**config.mk**
```make
export PLATFORM = sky130hd
export DESIGN_NAME = hbm_axi3_tester
export DESIGN_NICKNAME = d
export VERILOG_FILES = /design/src/rtl/hbm_axi3_tester.sv
export SDC_FILE = /design/constraint.sdc
export NUM_CORES = 1
export LEC_CHECK = 0
export ABC_AREA = 1
export CAP_MARGIN = 10
export CORE_AREA = 2 2 288 290
export DETAILED_ROUTE_END_ITERATION = 6
export DIE_AREA = 0 0 290 292
export GPL_ROUTABILITY_DRIVEN = 0
export GPL_TIMING_DRIVEN = 0
export PLACE_DENSITY_LB_ADDON = 0.08
export SYNTH_ARGS = -nofsm -noshare
export SYNTH_HDL_FRONTEND = slang
export SYNTH_SLANG_ARGS = --single-unit
```
**constraint.sdc**
```tcl
create_clock -name clk -period 5.69 [get_ports clk]
set_input_delay 1.138 -clock clk [delete_from_list [all_inputs] [get_ports clk]]
set_output_delay 1.138 -clock clk [all_outputs]
set_load 0.02 [all_outputs]
```
**src/rtl/hbm_axi3_tester.sv**
```systemverilog
// hbm_axi3_tester
//   AXI3 master that exercises one HBM pseudo-channel. On an accepted start it
//   writes a counting pattern over num_bursts 16-beat INCR bursts starting at
//   base_addr. It then reads the region back and counts data mismatches, bad
//   RLAST and error responses into a saturating counter.
//
// Ports
//   clk, reset                 rising-edge clock, async active-high reset
//   start, base_addr,          run request (honoured only while busy=0) and
//   num_bursts                 its parameters, sampled on acceptance
//   busy, done, error_count    run status
//   M_AXI_*                    AXI3 master (AW/W/B/AR/R), one burst in flight
module hbm_axi3_tester #(
  parameter int unsigned DW = 256,
  parameter int unsigned IW = 6,
  parameter int unsigned AW = 34
) (
  input  logic            clk,
  input  logic            reset,
  input  logic            start,
  input  logic [AW-1:0]   base_addr,
  input  logic [15:0]     num_bursts,
  output logic            busy,
  output logic            done,
  output logic [31:0]     error_count,
  output logic [AW-1:0]   M_AXI_AWADDR,
  output logic [3:0]      M_AXI_AWLEN,
  output logic [2:0]      M_AXI_AWSIZE,
  output logic [IW-1:0]   M_AXI_AWID,
  output logic [1:0]      M_AXI_AWBURST,
  output logic            M_AXI_AWVALID,
  input  logic            M_AXI_AWREADY,
  output logic [DW-1:0]   M_AXI_WDATA,
  output logic [DW/8-1:0] M_AXI_WSTRB,
  output logic            M_AXI_WVALID,
  output logic            M_AXI_WLAST,
  input  logic            M_AXI_WREADY,
  input  logic [1:0]      M_AXI_BRESP,
  input  logic            M_AXI_BVALID,
  output logic            M_AXI_BREADY,
  output logic [AW-1:0]   M_AXI_ARADDR,
  output logic            M_AXI_ARVALID,
  output logic [IW-1:0]   M_AXI_ARID,
  output logic [3:0]      M_AXI_ARLEN,
  output logic [2:0]      M_AXI_ARSIZE,
  output logic [1:0]      M_AXI_ARBURST,
  input  logic            M_AXI_ARREADY,
  input  logic [DW-1:0]   M_AXI_RDATA,
  input  logic            M_AXI_RVALID,
  input  logic [1:0]      M_AXI_RRESP,
  input  logic            M_AXI_RLAST,
  output logic            M_AXI_RREADY
);

  localparam int unsigned    WORDS      = DW / 32;
  localparam int unsigned    BEAT_BYTES = DW / 8;
  localparam logic [2:0]     SIZE       = 3'($clog2(BEAT_BYTES));
  localparam logic [AW-1:0]  BURST_STEP = AW'(16 * BEAT_BYTES);
  localparam logic [31:0]    WORDS32    = 32'(WORDS);

  typedef enum logic [2:0] {
    S_IDLE, S_W_ADDR, S_W_DATA, S_W_RESP, S_R_ADDR, S_R_DATA, S_DONE
  } state_t;

  state_t        state, state_d;
  logic [15:0]   burst_cnt;
  logic [3:0]    beat_cnt;
  logic [15:0]   nb_q;
  logic [AW-1:0] base_q;
  logic [AW-1:0] addr_q;
  logic [31:0]   err_q;
  logic          busy_q, done_q;

  logic          start_ok, last_burst, beat_last;
  logic          aw_fire, w_fire, b_fire, ar_fire, r_fire;
  logic [DW-1:0] pattern;
  logic [31:0]   g32;
  logic [1:0]    err_inc;
  logic [32:0]   err_sum;

  assign start_ok   = start && !busy_q;
  assign last_burst = (burst_cnt == nb_q - 16'd1);
  assign beat_last  = (beat_cnt == 4'd15);

  assign aw_fire = (state == S_W_ADDR) && M_AXI_AWREADY;
  assign w_fire  = (state == S_W_DATA) && M_AXI_WREADY;
  assign b_fire  = (state == S_W_RESP) && M_AXI_BVALID;
  assign ar_fire = (state == S_R_ADDR) && M_AXI_ARREADY;
  assign r_fire  = (state == S_R_DATA) && M_AXI_RVALID;

  // Counting pattern for the current global beat; shared by the write and
  // read phases since only one of them is ever active.
  always_comb begin
    pattern = '0;
    g32     = 32'({burst_cnt, beat_cnt});
    for (int unsigned j = 0; j < WORDS; j++) begin
      pattern[32*j +: 32] = g32 * WORDS32 + 32'(j);
    end
  end

  // Up to three independent error events can land on one read beat.
  always_comb begin
    err_inc = '0;
    if (b_fire && (M_AXI_BRESP != 2'b00)) begin
      err_inc = 2'd1;
    end
    if (r_fire) begin
      err_inc = {1'b0, (M_AXI_RDATA != pattern)}
              + {1'b0, (M_AXI_RRESP != 2'b00)}
              + {1'b0, (M_AXI_RLAST != beat_last)};
    end
    err_sum = {1'b0, err_q} + 33'(err_inc);
  end

  always_comb begin
    state_d = state;
    case (state)
      S_IDLE, S_DONE: if (start_ok) state_d = (num_bursts == '0) ? S_DONE : S_W_ADDR;
      S_W_ADDR:       if (aw_fire) state_d = S_W_DATA;
      S_W_DATA:       if (w_fire && beat_last) state_d = S_W_RESP;
      S_W_RESP:       if (b_fire) state_d = last_burst ? S_R_ADDR : S_W_ADDR;
      S_R_ADDR:       if (ar_fire) state_d = S_R_DATA;
      S_R_DATA:       if (r_fire && beat_last) state_d = last_burst ? S_DONE : S_R_ADDR;
      default:        state_d = S_IDLE;
    endcase
  end

  always_ff @(posedge clk or posedge reset) begin
    if (reset) state <= S_IDLE;
    else       state <= state_d;
  end

  always_ff @(posedge clk or posedge reset) begin
    if (reset) begin
      burst_cnt <= '0;
      beat_cnt  <= '0;
      nb_q      <= '0;
      base_q    <= '0;
      addr_q    <= '0;
      err_q     <= '0;
      busy_q    <= 1'b0;
      done_q    <= 1'b0;
    end else begin
      if (start_ok) begin
        nb_q      <= num_bursts;
        base_q    <= base_addr;
        addr_q    <= base_addr;
        burst_cnt <= '0;
        beat_cnt  <= '0;
        err_q     <= '0;
        busy_q    <= 1'b1;
        done_q    <= 1'b0;
      end else begin
        err_q <= err_sum[32] ? '1 : err_sum[31:0];
        if (w_fire) beat_cnt <= beat_cnt + 4'd1;
        if (b_fire) begin
          if (last_burst) begin
            burst_cnt <= '0;
            addr_q    <= base_q;
          end else begin
            burst_cnt <= burst_cnt + 16'd1;
            addr_q    <= addr_q + BURST_STEP;
          end
        end
        if (r_fire) begin
          beat_cnt <= beat_cnt + 4'd1;
          if (beat_last && !last_burst) begin
            burst_cnt <= burst_cnt + 16'd1;
            addr_q    <= addr_q + BURST_STEP;
          end
        end
        if (r_fire && beat_last && last_burst) begin
          busy_q <= 1'b0;
          done_q <= 1'b1;
        end else if (state == S_DONE && busy_q) begin
          // Zero-burst run: status flips one edge after the start edge.
          busy_q <= 1'b0;
          done_q <= 1'b1;
        end
      end
    end
  end

  // All AXI outputs decode registered state only; payloads read as zero
  // whenever their VALID is low so an idle master drives all-zero.
  assign M_AXI_AWVALID = (state == S_W_ADDR);
  assign M_AXI_AWADDR  = M_AXI_AWVALID ? addr_q : '0;
  assign M_AXI_AWLEN   = M_AXI_AWVALID ? 4'd15 : '0;
  assign M_AXI_AWSIZE  = M_AXI_AWVALID ? SIZE : '0;
  assign M_AXI_AWBURST = M_AXI_AWVALID ? 2'b01 : '0;
  assign M_AXI_AWID    = '0;

  assign M_AXI_WVALID  = (state == S_W_DATA);
  assign M_AXI_WDATA   = M_AXI_WVALID ? pattern : '0;
  assign M_AXI_WSTRB   = M_AXI_WVALID ? '1 : '0;
  assign M_AXI_WLAST   = M_AXI_WVALID && beat_last;

  assign M_AXI_BREADY  = (state == S_W_RESP);

  assign M_AXI_ARVALID = (state == S_R_ADDR);
  assign M_AXI_ARADDR  = M_AXI_ARVALID ? addr_q : '0;
  assign M_AXI_ARLEN   = M_AXI_ARVALID ? 4'd15 : '0;
  assign M_AXI_ARSIZE  = M_AXI_ARVALID ? SIZE : '0;
  assign M_AXI_ARBURST = M_AXI_ARVALID ? 2'b01 : '0;
  assign M_AXI_ARID    = '0;

  assign M_AXI_RREADY  = (state == S_R_DATA);

  assign busy        = busy_q;
  assign done        = done_q;
  assign error_count = err_q;

endmodule
```
==> impl_metrics.tcl <==
set metrics [dict create \
    switchingPower_mw 3.927 \
    start_kind "input port" \
    synth_warnings 0 \
    antenna_found_initial 7 \
    h-tree-depth 4 \
    cts_made_buffers 17 \
    tightest_slew_ns 1.014 \
    drc_errors 0 \
    drv_cap 0 \
    p_int_mw 4.172 \
    boundaryPins 745 \
    drt_pass1_iterations 5 \
    cts_root_buffer "clkbuf_16" \
    drive_gt1_frac 0.1531 \
    seqPwrFrac 0.194 \
    ant_nets 0 \
    rsz0062_at_grt "yes" \
    power.share.combinational 0.666 \
    reg2reg_from "burst_cnt[0]" \
    vdd_drop_max_v 0.0002165 \
    startpoint "M_AXI_RDATA[162]" \
    slowest_delay_ns 0.48 \
    yosysUniqueCellTypes 49 \
    grt_overflow 0 \
    port_buffers 644 \
    p_leak_nw 10.88 \
    finalNetCount 3306 \
    viasPerCell 3.974 \
    vias 16162 \
    wl_per_cell_um 19.23 \
    slew_headroom 0.3242 \
    rows 105 \
    slowest_stage "fa_1" \
    netlist_area_sq_um 14460 \
    syn2layout_area_growth_pct 61.97 \
    worst_path_most_repeated_cell "inv_1" \
    clockPowerShare 0.140 \
    start_util 0.1773 \
    r2r_setup_slack_ns 0.52 \
    synth_cells 2212 \
    die_area_sq_um 84680 \
    mostFrequentLayoutCells "clkdlybuf4s50_1 (644), nand2_1 (554), buf_4 (306), inv_1 (233), nor2_1 (218)" \
    report.final.hold_viol_count 0 \
    skew_ns 0.01795 \
    r2r_cells 24 \
    period_minus_slack_ns 5.368 \
    critical_path_buf_inv_count 6 \
    cts_buffer_depth 2 \
    max_freq_ghz 0.1863 \
    grt_pass1_wl_mm 112.1 \
    avgSynthCellArea_sq_um 6.538 \
    required_ns 6.13 \
    hp-class "reg -> reg" \
    outcome "complete, no violations" \
    ys_ff_latch 141 \
    die_w_um 290 \
    powerDensity_nw_per_um2 345.7 \
    cp_num_cells 25 \
    clk_latency_ns 0.49 \
    dieHeight_um 292 \
    clk_pin_slew_worst_paths_ns 0.08 \
    grt_pass1_vias 16316 \
    crit_family "simple AND/OR/NAND/NOR gates" \
    layout_commonest_cell "clkdlybuf4s50_1" \
    drv_slew 0 \
    arrival_ns 5.80 \
    hpwl_mm 64.02 \
    path_class "in -> reg" \
    cp-endpoint "error_count[16]" \
    core_region_area_sq_um 81580 \
    synth_area_leaders "dfrtp_1 (24%), buf_4 (16%), nand2_1 (14%)" \
    grt_max_degree 82 \
    drt_iter0_markers 854 \
    post-route-util 0.2871 \
    r2r_end "error_count[16]" \
    synth_top_area_share 0.2440 \
    routed_wl_mm 78.20 \
    final_min_period_over_clock_period 0.9433 \
    setup_violations 0 \
    switching_share 0.4849 \
    synth-seq-area-share 0.2440 \
    cts_sinks 141 \
    end_kind "flip-flop" \
    crit_fanout 9 \
    power_mw 8.099 \
    ctsHoldBuffers 0 \
    yosysTopAreaCell "dfrtp_1" \
    cts_tree "built" \
    grtUsageTotal 0.1801 \
]
==> worst register-to-register path: cells and delay by family, from the launching register on <==
kind | cells | cell delay [ns]
and+or+nand+nor | 12 | 1.64
buffers and inverters | 5 | 1.28
adders and majority gates | 3 | 1.05
AOI/OAI and AO/OA | 3 | 0.55
DFF | 1 | 0.39
xor gates and xnor gates | 1 | 0.22
==> cells by family after synthesis <==
kind of cell	after synthesis	share of synthesized area
DFF	141	0.2440
adders and majority gates	8	0.007959
buffers and inverters	633	0.2477
other	1	0.0002593
and+or+nand+nor	1101	0.3358
AOI/OAI and AO/OA	178	0.07345
xor gates and xnor gates	150	0.09084
==> area by class of cell <==
cell class	count	area (sq um)
fillers	8935	58160
multi-input cells	1538	7874
repair buffers	648	6496
flip-flops and latches	141	3528
plain buffers	378	2635
well taps	1070	1339
inverters	255	964.7
clock buffers	17	425.4
clock inverters	15	150.1
diodes	5	12.51
==> cell usage after synthesis (all sizes together) <==
| cell | n |
|---|---|
| a211oi | 1 |
| a21boi | 23 |
| a21oi | 20 |
| a221oi | 4 |
| a22o | 10 |
| a22oi | 4 |
| a31o | 1 |
| a31oi | 5 |
| and2 | 4 |
| and3 | 4 |
| buf | 342 |
| clkbuf | 36 |
| clkinv | 16 |
| conb | 1 |
| dfrtp | 141 |
| fa | 2 |
| ha | 6 |
| inv | 239 |
| nand2 | 566 |
| nand3 | 120 |
| nand3b | 3 |
| nand4 | 64 |
| nor2 | 247 |
| nor3 | 35 |
| nor4 | 42 |
| nor4b | 2 |
| o2111ai | 2 |
| o211ai | 1 |
| o21a | 3 |
| o21ai | 90 |
| o22ai | 14 |
| or2 | 10 |
| or3 | 4 |
| xnor2 | 86 |
| xor2 | 64 |
==> flip-flops by register name, indices dropped and copies added, names as in the netlist <==
| name | cells |
|---|---|
| addr_q | 34 |
| busy | 1 |
| beat_cnt | 4 |
| error_count | 32 |
| base_q | 34 |
| done | 1 |
| state | 3 |
| nb_q | 16 |
| burst_cnt | 16 |
==> per-stage QoR <==
step | instances | hold WS [ns] | setup WS [ns] | cell area, sq um | TNS [ns]
after detailed placement | 4026 | 0.4646 | -1.563 | 22660 | -41.63
after global routing | 4066 | 0.4991 | -0.008373 | 23420 | -0.008373
after global placement | 4025 | 0.4601 | -2.083 | 22620 | -479.94
final | 4067 | 0.4838 | 0.3223 | 23430 | 0
after floorplan | 2311 | 0.4440 | 0.7708 | 14830 | 0
after CTS | 4061 | 0.4815 | -0.04134 | 23350 | -0.2335
==> power groups by stage <==
stage | Clock [mW] | Sequential [mW] | Combinational, mW
after detailed placement | 0 | 1.59 | 5.44
after global routing | 1.23 | 1.62 | 5.89
after global placement | 0 | 1.59 | 5.43
after floorplan | 0 | 1.50 | 3.31
final | 1.14 | 1.57 | 5.39
after CTS | 1.18 | 1.58 | 5.47
==> metal layers <==
layer	share of wire	routed length [um]	GRT usage	vias to the layer above
met1	0.40	31320	0.2032	7472
met2	0.53	41580	0.3402	515
met3	0.055	4317	0.04430	53
met4	0.012	929	0.03709	6
li1	-	-	-	8116
met5	0.00055	43	0	-
==> repair_timing <==
action,in CTS,in global routing
gates cloned,0,1
buffers inserted,3,0
resized for setup,25,14
setup endpoints to repair,67,104
pin swaps,6,9
==> worst min path at each step <==
| stage | start | depth (start not counted) | slack [ns] | end |
|---|---|---|---|---|
| after detailed placement | base_q[33] | 2 | 0.46 | base_q[33] |
| after global routing | base_q[25] | 2 | 0.50 | base_q[25] |
| after floorplan | base_q[33] | 2 | 0.44 | base_q[33] |
| final | base_q[22] | 2 | 0.48 | base_q[22] |
| after CTS | base_q[33] | 2 | 0.48 | base_q[33] |
| after global placement | base_q[33] | 2 | 0.46 | base_q[33] |
No activity file was read; power rests on OpenSTA's default activity.
